==> src/rtl/alu_pkg.sv <==
// Shared constants and types for the integer ALU execute stage.
package alu_pkg;
    localparam int XLEN    = 32;
    localparam int SHAMT_W = 5;

    // Op code is {funct7[5], funct3}
    localparam logic [3:0] OP_ADD  = 4'b0000;
    localparam logic [3:0] OP_SUB  = 4'b1000;
    localparam logic [3:0] OP_SLL  = 4'b0001;
    localparam logic [3:0] OP_SLT  = 4'b0010;
    localparam logic [3:0] OP_SLTU = 4'b0011;
    localparam logic [3:0] OP_XOR  = 4'b0100;
    localparam logic [3:0] OP_SRL  = 4'b0101;
    localparam logic [3:0] OP_SRA  = 4'b1101;
    localparam logic [3:0] OP_OR   = 4'b0110;
    localparam logic [3:0] OP_AND  = 4'b0111;

    // One entry of the output pipeline (M or S register)
    typedef struct packed {
        logic [XLEN-1:0] result;
        logic [4:0]      rd;
        logic            illegal;
    } alu_resp_t;
endpackage

==> src/rtl/alu_core.sv <==
// Combinational ALU: result and illegal flag from (op, rs1, rs2).
module alu_core
    import alu_pkg::*;
(
    input  logic [3:0]      op,
    input  logic [XLEN-1:0] rs1,
    input  logic [XLEN-1:0] rs2,
    output logic [XLEN-1:0] result,
    output logic            illegal
);
    logic [SHAMT_W-1:0] shamt;
    logic [XLEN-1:0]    srl_y;

    assign shamt = rs2[SHAMT_W-1:0];

    alu_srl u_srl (
        .a     (rs1),
        .shamt (shamt),
        .y     (srl_y)
    );

    // Operation select; unknown codes yield zero and flag illegal
    always_comb begin
        result  = '0;
        illegal = 1'b0;
        case (op)
            OP_ADD:  result = rs1 + rs2;
            OP_SUB:  result = rs1 - rs2;
            OP_SLL:  result = rs1 << shamt;
            OP_SLT:  result = {{(XLEN-1){1'b0}}, ($signed(rs1) < $signed(rs2))};
            OP_SLTU: result = {{(XLEN-1){1'b0}}, (rs1 < rs2)};
            OP_XOR:  result = rs1 ^ rs2;
            OP_SRL:  result = srl_y;
            OP_SRA:  result = XLEN'($signed(rs1) >>> shamt);
            OP_OR:   result = rs1 | rs2;
            OP_AND:  result = rs1 & rs2;
            default: illegal = 1'b1;
        endcase
    end
endmodule

==> src/rtl/alu_srl.sv <==
// Logical right shifter used by the ALU core.
module alu_srl
    import alu_pkg::*;
(
    input  logic [XLEN-1:0]    a,
    input  logic [SHAMT_W-1:0] shamt,
    output logic [XLEN-1:0]    y
);
    assign y = a >> shamt;
endmodule

==> src/rtl/alu_exec_stage.sv <==
// Registered ALU execute stage: main register M plus skid register S so
// downstream backpressure never reaches in_ready combinationally.
module alu_exec_stage
    import alu_pkg::*;
(
    input  logic            clk,
    input  logic            rst_n,
    input  logic            in_valid,
    output logic            in_ready,
    input  logic [3:0]      in_op,
    input  logic [XLEN-1:0] in_rs1,
    input  logic [XLEN-1:0] in_rs2,
    input  logic [4:0]      in_rd_addr,
    output logic            out_valid,
    input  logic            out_ready,
    output logic [XLEN-1:0] out_result,
    output logic [4:0]      out_rd_addr,
    output logic            out_illegal,
    output logic [31:0]     op_count
);
    alu_resp_t       m_q, s_q, new_resp;
    logic            m_full, s_full;
    logic [XLEN-1:0] core_result;
    logic            core_illegal;
    logic            accept, xfer;

    alu_core u_core (
        .op      (in_op),
        .rs1     (in_rs1),
        .rs2     (in_rs2),
        .result  (core_result),
        .illegal (core_illegal)
    );

    assign new_resp = '{result: core_result, rd: in_rd_addr, illegal: core_illegal};
    assign accept   = in_valid && in_ready;
    assign xfer     = m_full && out_ready;

    // s_full is a flop, so in_ready is a registered output
    assign in_ready    = !s_full;
    assign out_valid   = m_full;
    assign out_result  = m_q.result;
    assign out_rd_addr = m_q.rd;
    assign out_illegal = m_q.illegal;

    // M/S occupancy and data; S can only fill while M is stalled, and
    // in_ready=0 while S is full, so accept and S->M never coincide
    always_ff @(posedge clk or negedge rst_n) begin
        if (!rst_n) begin
            m_full <= 1'b0;
            s_full <= 1'b0;
            m_q    <= '0;
            s_q    <= '0;
        end else if (xfer) begin
            if (s_full) begin
                m_q    <= s_q;
                s_full <= 1'b0;
            end else if (accept) begin
                m_q <= new_resp;
            end else begin
                m_full <= 1'b0;
            end
        end else if (accept) begin
            if (m_full) begin
                s_q    <= new_resp;
                s_full <= 1'b1;
            end else begin
                m_q    <= new_resp;
                m_full <= 1'b1;
            end
        end
    end

    // Count of results handed to writeback, free-running wrap
    always_ff @(posedge clk or negedge rst_n) begin
        if (!rst_n) op_count <= '0;
        else if (xfer) op_count <= op_count + 32'd1;
    end
endmodule

==> config.mk <==
export PLATFORM = sky130hd
export DESIGN_NAME = alu_exec_stage
export DESIGN_NICKNAME = d
export VERILOG_FILES = /design/src/rtl/alu_pkg.sv /design/src/rtl/alu_core.sv /design/src/rtl/alu_srl.sv /design/src/rtl/alu_exec_stage.sv
export SDC_FILE = /design/constraint.sdc
export NUM_CORES = 1
export LEC_CHECK = 0
export ABC_AREA = 0
export CORE_MARGIN = 2
export CORE_UTILIZATION = 45
export CTS_CLUSTER_SIZE = 8
export DETAILED_ROUTE_END_ITERATION = 10
export PLACE_DENSITY = 0.69
export SYNTH_ARGS = -nofsm -noshare
export SYNTH_HDL_FRONTEND = slang
export SYNTH_SLANG_ARGS = --single-unit
==> constraint.sdc <==
create_clock -name clk -period 2.2 [get_ports clk]
set_input_delay 0.22 -clock clk [delete_from_list [all_inputs] [get_ports clk]]
set_output_delay 0.22 -clock clk [all_outputs]
set_load 0.05 [all_outputs]
==> parameters.txt, run 1 <==
Parameter                              Value

Timing
  Slew headroom    0.489
  Shortest clock period the worst path allows after layout    2620 ps
  Sum of negative setup slack    -15430 ps
  Final-report hold violation count    0
  Number of pins with negative max-slew slack in the final report    0
  Peak clock frequency supported by timing    382 MHz
  Min Hold Slack    386 ps
  Smallest setup slack after layout    -418 ps
  Final count of negative-setup-slack endpoints    63
  Setup repair after global routing missed its margin    yes
  Post-Route Skew    6.58 ps
  Tightest Pin Transition    766 ps
  Post-route fraction of the period consumed by the critical path    1.19

Yosys
  Post-Synthesis Cell Area    13400 sq um
  Async set-reset flop share out of synthesis    1.00
  Total of flip-flops plus latches after synthesis    110
  Number of cells produced by synthesis    1740
  Most frequently used flop master after synthesis    dfrtp_1
  Number of flops mapped to enable cells by yosys    0
  Post-Synthesis Net Count    1920
  YS warnings    0
  Synthesized area per cell    7.68 sq um
  Portion of the post-synthesis area used by sequential elements    0.206
  Number of library cell types mapped by synthesis    91

Layout
  Fraction of final layout cells sized beyond drive strength 1    0.502
  Net count of the finished layout    2613
  Commonest cells after routing, fill and taps aside    buf_4, nand2_1, nor2_1
  Inserted Diodes    0
  Non-filler cells, final    2828
  Most common cell after layout, fill and taps aside    buf_4
  FF+latch area    2760 sq um
  Area taken by multi-input logic gates    12400 sq um
  Synth-to-layout area growth    74.8%
  Final cell utilization of the core    0.794
  Filler cell count    1884

Route
  Detailed-routing iteration count for the pre-antenna-repair pass    6
  Routed Antenna Nets    0
  Overall via count from detail_route    17661
  Mean number of vias per cell    6.25
  Violation count after the first detailed-routing iteration    1957
  Final routed wire length divided by cell count    24.2 um
  Final Routed Wirelength    68.4 mm
  Number of DRC violations after detailed routing    0

Critical path
  Crit path arrival time    2850 ps
  CP Class    in -> reg
  Req. time, crit path    2430 ps
  Largest driver fanout on the critical path    4
  Critical path capture point type    flip-flop
  Critical path startpoint category    primary input

Floorplan
  Core ar.    29400 sq um
  Die span in y    176 um
  Placement Rows    63
  Width of the chip    176 um
  I/O pin total    149
  Initial core utilization    0.454
  Total Die Area    31100 sq um

Clock network
  Bufs on Longest Clock Path    2
  Clock insertion delay at the later pin of the skew report    350 ps
  Number of H-tree levels    3
  TritonCTS Sinks    110
  CTS buffer count    9
  Clock tree from TritonCTS    built
  Buffer cell driving the clock tree root    clkbuf_16
  Clock slew at the register clock pins of the worst setup and hold paths    70 ps

Placement
  Instance count after placement with tap cells included    2690
  RD Place Congestion    1.05
  IO Port Bufs    148
  Post-DP HPWL    49.3 mm

Global route
  Global-route wire length before repair    99.6 mm
  Total global routing track utilization    0.417
  Overall overflow remaining after global route    0
  Maximum number of pins on one net before global-route repair    69
  Number of antenna violations at the first check in global routing    0
  Vias in the first global route    17046

Power
  Pleak    0.0103 uW
  Total power per unit cell area    589 nW/um^2
  Worst VDD drop    0.627 mV

Worst hold path
  Class of the tightest hold or removal check    in -> async

Job
  Max-cap violation count    0

Outcome
  Status    finished with violations
  Violated checks    negative setup slack
layout make-up:
class,instances,area share
multi-input combinational,1408,0.529
timing repair buffer,803,0.300
sequential,110,0.118
tap,390,0.0209
inverter,101,0.0199
clock buffer,11,0.0104
clock inverter,5,0.00145
layer usage:
| metal | track usage | up-vias | share of wire |
|---|---|---|---|
| li1 | - | 7713 | - |
| met1 | 0.534 | 8510 | 0.38 |
| met2 | 0.697 | 1120 | 0.46 |
| met3 | 0.0553 | 318 | 0.088 |
| met4 | 0.196 | 0 | 0.063 |
| met5 | 0 | - | 0 |
registers in the layout, indices dropped and copies added (netlist names):
| register | cells |
|---|---|
| op_count | 32 |
| out_illegal | 1 |
| out_rd_addr | 5 |
| out_result | 32 |
| out_valid | 1 |
| s_full | 1 |
| s_q | 38 |
metrics by stage:
step,worst slack [ps],instance area [sq um],total power [uW]
6_report,-418,23400,13700
5_1_grt,-502,23400,14400
4_1_cts,-390,22500,13200
3_5_place_dp,-1480,19200,10700
3_3_place_gp,-1450,19200,10600
2_1_floorplan,-682,13800,7530
report_power, final:
group	internal (uW)	switching (uW)	total [uW]	leakage, uW
registers	2750	486	3240	0.00140
clock network	800	714	1510	0.000132
logic	3780	5210	9000	0.00878
total	7330	6410	13700	0.0103
cell usage after synthesis (all sizes together) (14+ instances only):
cell type,n,area share
a21o,30,0.017
inv,98,0.028
a211oi,55,0.032
ha,101,0.095
nor3,34,0.013
mux2i,61,0.046
mux2,20,0.017
a31oi,24,0.011
o21ai,138,0.052
o221ai,14,0.0092
clkbuf,72,0.020
and3,18,0.0084
nor2,188,0.053
a21oi,144,0.054
nand2,213,0.060
xnor2,34,0.022
dfrtp,110,0.21
buf,49,0.022
mux4,31,0.052
nand2b,19,0.0095
o211ai,28,0.017
nand3,27,0.010
timing repair:
action | in CTS | in global routing
pin swaps | 208 | 117
hold buffers | 1 | 0
gates resized for setup | 745 | 187
hold endpoints to repair | 31 | 0
gates cloned | 3 | 0
setup buffers | 108 | 31
setup endpoints to repair | 64 | 65
cells by family after synthesis:
| logic type | synth area share |
|---|---|
| AOI/OAI and AO/OA | 0.291 |
| and+or+nand+nor | 0.189 |
| buffers and inverters | 0.0710 |
| muxes | 0.115 |
| DFF | 0.206 |
| adders and majority gates | 0.0976 |
| xor gates and xnor gates | 0.0308 |
final timing paths:
path,start,endpoint,cells after the start,slack (ps)
min reg2reg,s_q[31]$_DFFE_PN0P_,s_q[31]$_DFFE_PN0P_,1,480
min,rst_n,s_q[18]$_DFFE_PN0P_,2,390
max in group asynchronous,rst_n,out_result[31]$_DFFE_PN0P_,3,1220
max,in_rs2[1],out_result[21]$_DFFE_PN0P_,14,-420
min in group clk,in_rd_addr[2],s_q[3]$_DFFE_PN0P_,3,430
max reg2reg,op_count[6]$_DFFE_PN0P_,op_count[29]$_DFFE_PN0P_,9,100
critical path, cell delays in order:
cell	delay, ps
buf_12	100
inv_8	50
ha_4	150
or2_4	240
o211ai_4	260
buf_6	150
a31oi_4	80
a2111o_1	440
a41oi_2	170
buf_4	140
o21ai_2	40
a2111o_1	460
a211oi_2	230
o21ai_1	100
Power figures use the tool's default switching activity.
==> run 2: changes to the inputs <==
CORE_MARGIN = unset   (was 2)
==> parameters.txt, run 2 (synthesis gave the netlist of run 1 again) <==
Parameter                              Value

Global route
  Total global routing track utilization    0.415
  Global-route wire length before repair    97.5 mm
  Met1 Resource Use GR    0.551
  Global routing usage on met3    0.0418
  Met2 Resource Use GR    0.682
  Vias in the first global route    16562
  Overall overflow remaining after global route    0
  Number of antenna violations at the first check in global routing    0
  Top Usage Layer GRT    met2
  Maximum number of pins on one net before global-route repair    69

Floorplan
  I/O pin total    149
  Placement Rows    62
  Total Die Area    30400 sq um
  Initial core utilization    0.462
  Die span in y    174 um
  Core ar.    28900 sq um
  Width of the chip    174 um

Clock network
  Buffer cell driving the clock tree root    clkbuf_16
  Bufs on Longest Clock Path    2
  TritonCTS Sinks    110
  Number of H-tree levels    3
  Clock tree from TritonCTS    built
  Clock slew at the register clock pins of the worst setup and hold paths    80 ps
  CTS buffer count    9
  Clock insertion delay at the later pin of the skew report    340 ps

Layout
  Most common cell after layout, fill and taps aside    buf_4
  Synth-to-layout area growth    73.2%
  Flip-flop count of the largest register after layout    38
  Register bank with the most flops    s_q
  Fraction of final layout cells sized beyond drive strength 1    0.496
  Commonest cells after routing, fill and taps aside    buf_4, nand2_1, nor2_1
  Net count of the finished layout    2575
  Inserted Diodes    0
  Non-filler cells, final    2783
  Filler cell count    1870

Timing
  Post-Route Skew    8.38 ps
  Number of pins with negative max-slew slack in the final report    0
  Min Hold Slack    410 ps
  Shortest clock period the worst path allows after layout    2710 ps
  Final count of negative-setup-slack endpoints    64
  Setup repair after global routing missed its margin    yes
  Post-route fraction of the period consumed by the critical path    1.23
  Slew headroom    0.495
  Smallest setup slack after layout    -506 ps
  Sum of negative setup slack    -17760 ps
  Peak clock frequency supported by timing    370 MHz
  Tightest Pin Transition    758 ps
  Final-report hold violation count    0

Placement
  Instance count after placement with tap cells included    2644
  Post-DP HPWL    48.7 mm
  RD Place Congestion    1.03
  IO Port Bufs    148

Critical path
  Cell type with the highest occurrence count on the critical path    buf_8
  Cells along the critical path    buf_12 > buf_8 > buf_6 > buf_8 > buf_4 > mux2i_4 > mux2i_2 > mux4_2 > a22oi_2 > nor2_1 > a2111o_1 > a211oi_2 > o41a_2 > a21o_2 > a31oi_1
  CP bufs+invs    5
  Critical path capture point type    flip-flop
  Delay-heaviest family, CP    compound AO/OA/AOI/OAI gates
  Highest cell delay on the worst timing path    530 ps
  Req. time, crit path    2400 ps
  Slowest cell on crit path    mux4_2
  Crit path arrival time    2900 ps
  Critical path startpoint category    primary input
  CP Class    in -> reg
  Largest driver fanout on the critical path    6

Route
  Violation count after the first detailed-routing iteration    1924
  Detailed-routing iteration count for the pre-antenna-repair pass    6
  Final Routed Wirelength    65.9 mm
  Mean number of vias per cell    6.23
  Overall via count from detail_route    17347
  Final routed wire length divided by cell count    23.7 um
  Number of DRC violations after detailed routing    0
  Routed Antenna Nets    0

Power
  Pleak    0.0101 uW
  Total power per unit cell area    593 nW/um^2
  Overall Power    13700 uW
  Worst VDD drop    0.640 mV

Worst hold path
  Class of the tightest hold or removal check    in -> async

Outcome
  Status    finished with violations
  Violated checks    negative setup slack

Job
  Max-cap violation count    0
[run 2: cell count changes in the layout (fill, tap and decap cells not counted), moves of 7 or more]
| cell | delta |
|---|---|
| buf_4 | -45 |
| ha_2 | -7 |
| ha_1 | +8 |
| buf_8 | +7 |
| nand2_1 | +7 |
[run 2: metrics by stage]
step           utilization  setup slack [ps]  cell area, sq um
3_3_place_gp         0.653             -1390             18900
2_1_floorplan            -              -682             13800
6_report             0.800              -506             23100
4_1_cts              0.768              -502             22200
3_5_place_dp         0.653             -1430             18900
5_1_grt              0.800              -532             23100
[run 2: worst paths after layout]
| path | from | endpoint | slack (ps) | depth (start not counted) |
|---|---|---|---|---|
| max in group asynchronous | rst_n | op_count[12]$_DFFE_PN0P_ | 1200 | 3 |
| min in group clk | in_rd_addr[4] | s_q[5]$_DFFE_PN0P_ | 420 | 3 |
| worst max register to register | op_count[4]$_DFFE_PN0P_ | op_count[31]$_DFFE_PN0P_ | 170 | 9 |
| worst min-delay path | rst_n | out_result[9]$_DFFE_PN0P_ | 410 | 2 |
| worst max-delay path | in_rs2[0] | s_q[34]$_DFFE_PN0P_ | -510 | 15 |
| worst min register to register | s_q[15]$_DFFE_PN0P_ | s_q[15]$_DFFE_PN0P_ | 470 | 2 |
[run 2: power by group]
group          internal, uW  leakage, uW  switching [uW]
sequential             2750      0.00140             477
clock                   885     0.000142             732
combinational          3710      0.00861            5180
[run 2: area by class of cell]
class	count	area, sq um	share of cell area
Clock buffer	9	225	0.00973
Clock inverter	6	68.8	0.00297
Inverter	101	478	0.0206
Multi-Input combinational cell	1408	12500	0.538
Sequential cell	110	2760	0.119
Tap cell	384	480	0.0208
Timing Repair Buffer	765	6680	0.289
[run 2: timing repair]
| action | CTS | global route |
|---|---|---|
| resized for setup | 743 | 173 |
| setup buffers | 107 | 39 |
| hold buffers | 1 | 0 |
| endpoints found under the setup margin | 64 | 64 |
| cloned | 1 | 0 |
| pin swaps | 209 | 148 |
| hold endpoints to repair | 38 | 0 |
[run 2: layer usage]
layer,vias up,wire length [um]
met5,-,0
met4,0,3800
met3,261,5560
met2,1122,30300
met1,8323,26300
li1,7641,-
==> run 3: changes to the inputs <==
CORE_UTILIZATION = 25   (was 45)
PLACE_DENSITY = 0.53   (was 0.69)
TNS_END_PERCENT = 30   (was unset)
==> parameters.txt, run 3 (synthesis gave the netlist of run 1 again) <==
Parameter                              Value

Route
  Violation count after the first detailed-routing iteration    1134
  Met2 Routed Length    30.8 mm
  Highest signal layer in the routed design    met4
  M1 WL    29.5 mm
  Final routed wire length divided by cell count    21.8 um
  DR WL met3    3.90 mm
  Final Routed Wirelength    66.6 mm
  Mean number of vias per cell    5.28
  Detailed-routing iteration count for the pre-antenna-repair pass    5
  Routed Antenna Nets    0
  Overall via count from detail_route    16113
  Number of DRC violations after detailed routing    0

Layout
  Net count of the finished layout    2539
  FF+latch area    2750 sq um
  Flip-flop count of the largest register after layout    38
  Inserted Diodes    0
  Synth-to-layout area growth    68.6%
  Commonest cells after routing, fill and taps aside    buf_4, nand2_1, nor2_1
  Fraction of final layout cells sized beyond drive strength 1    0.456
  Most common cell after layout, fill and taps aside    buf_4
  Register bank with the most flops    s_q
  Area taken by multi-input logic gates    11900 sq um
  Filler cell count    5227
  Non-filler cells, final    3052

Timing
  Min Hold Slack    333 ps
  Final-report hold violation count    0
  Post-Route Skew    9.97 ps
  Final count of negative-setup-slack endpoints    59
  Peak clock frequency supported by timing    380 MHz
  Number of pins with negative max-slew slack in the final report    0
  Tightest Pin Transition    752 ps
  Slew headroom    0.498
  Setup repair after global routing missed its margin    yes
  Post-route fraction of the period consumed by the critical path    1.20
  Shortest clock period the worst path allows after layout    2630 ps
  Smallest setup slack after layout    -434 ps
  Sum of negative setup slack    -13140 ps

Global route
  Total global routing track utilization    0.240
  Number of antenna violations at the first check in global routing    0
  Overall overflow remaining after global route    0
  Vias in the first global route    16033
  Maximum number of pins on one net before global-route repair    69
  Global-route wire length before repair    99.1 mm

Floorplan
  Placement Rows    84
  Core ar.    52700 sq um
  Width of the chip    233 um
  I/O pin total    149
  Initial core utilization    0.254
  Die span in y    233 um
  Total Die Area    54400 sq um

Critical path
  CP Class    in -> reg
  CP bufs+invs    3
  Crit path arrival time    2910 ps
  Highest cell delay on the worst timing path    380 ps
  Critical path startpoint category    primary input
  Largest driver fanout on the critical path    8
  Req. time, crit path    2480 ps
  Cells along the critical path    buf_6 > inv_2 > ha_4 > buf_4 > or2_4 > o311ai_1 > o21ai_2 > o41ai_4 > a221oi_2 > o311a_1 > or3b_1 > a21oi_1
  Critical path capture point type    flip-flop
  Delay-heaviest family, CP    compound AO/OA/AOI/OAI gates
  Slowest cell on crit path    o41ai_4

Worst hold path
  Class of the tightest hold or removal check    in -> async

Placement
  RD Place Congestion    0.986
  Post-DP HPWL    53.9 mm
  Worst setup slack after placement    -1510 ps
  IO Port Bufs    148
  Instance count after placement with tap cells included    2964

Power
  Total power per unit cell area    591 nW/um^2
  Pleak    0.00979 uW
  Overall Power    13300 uW
  Worst VDD drop    0.406 mV

Clock network
  CTS buffer count    9
  Number of H-tree levels    3
  Clock insertion delay at the later pin of the skew report    350 ps
  Clock tree from TritonCTS    built
  Bufs on Longest Clock Path    2
  Buffer cell driving the clock tree root    clkbuf_16
  TritonCTS Sinks    110
  Clock slew at the register clock pins of the worst setup and hold paths    80 ps

Outcome
  Violated checks    negative setup slack
  Status    finished with violations

Job
  Max-cap violation count    0
-- run 3: changes by cell type in the layout (fill, tap and decap cells not counted), moves of 10 or more --
cell / before / now
a21oi_1: 74 / 91
o21ai_2: 29 / 17
nor2_2: 25 / 15
o21ai_0: 63 / 79
mux2i_4: 24 / 13
buf_6: 107 / 75
a21oi_2: 53 / 38
nor2_1: 153 / 168
-- run 3: stage by stage --
step	cell area, sq um	util
2_1_floorplan	13600	-
3_3_place_gp	19300	0.366
3_5_place_dp	19300	0.366
4_1_cts	21500	0.408
5_1_grt	22500	0.428
6_report	22500	0.428
-- run 3: repair_timing --
action	CTS	global route
hold endpoints to repair	25	0
pin swaps	127	103
buffers inserted	48	27
endpoints found under the setup margin	64	69
hold buffers	1	0
gates resized for setup	596	209
cloned	3	1
-- run 3: metal layers --
layer,global-route usage,vias to the layer above
met5,0,-
met2,0.402,564
met1,0.319,7863
met3,0.0300,119
met4,0.0723,0
li1,-,7567
-- run 3: layout make-up --
type,instances,share of cell area
multi-input combinational,1408,0.527
timing repair buffer,729,0.280
sequential,110,0.122
tap,688,0.0382
inverter,101,0.0203
clock buffer,10,0.0102
clock inverter,6,0.00233
-- run 3: report_power, final --
group / switching [uW] / total [uW] / internal [uW]
Clock: 771 / 1560 / 790
Sequential: 436 / 3180 / 2740
Combinational: 5020 / 8570 / 3550
Total: 6230 / 13300 / 7080
-- run 3: worst paths after layout --
check / start / end / slack (ps) / depth (start not counted)
worst max-delay path: in_rs1[20] / out_result[31]$_DFFE_PN0P_ / -430 / 12
worst min register to register: s_q[6]$_DFFE_PN0P_ / s_q[6]$_DFFE_PN0P_ / 480 / 2
max in group asynchronous: rst_n / op_count[30]$_DFFE_PN0P_ / 1250 / 3
worst max register to register: op_count[5]$_DFFE_PN0P_ / op_count[31]$_DFFE_PN0P_ / 150 / 9
min in group clk: in_rd_addr[0] / s_q[1]$_DFFE_PN0P_ / 440 / 3
worst min-delay path: rst_n / op_count[13]$_DFFE_PN0P_ / 330 / 2
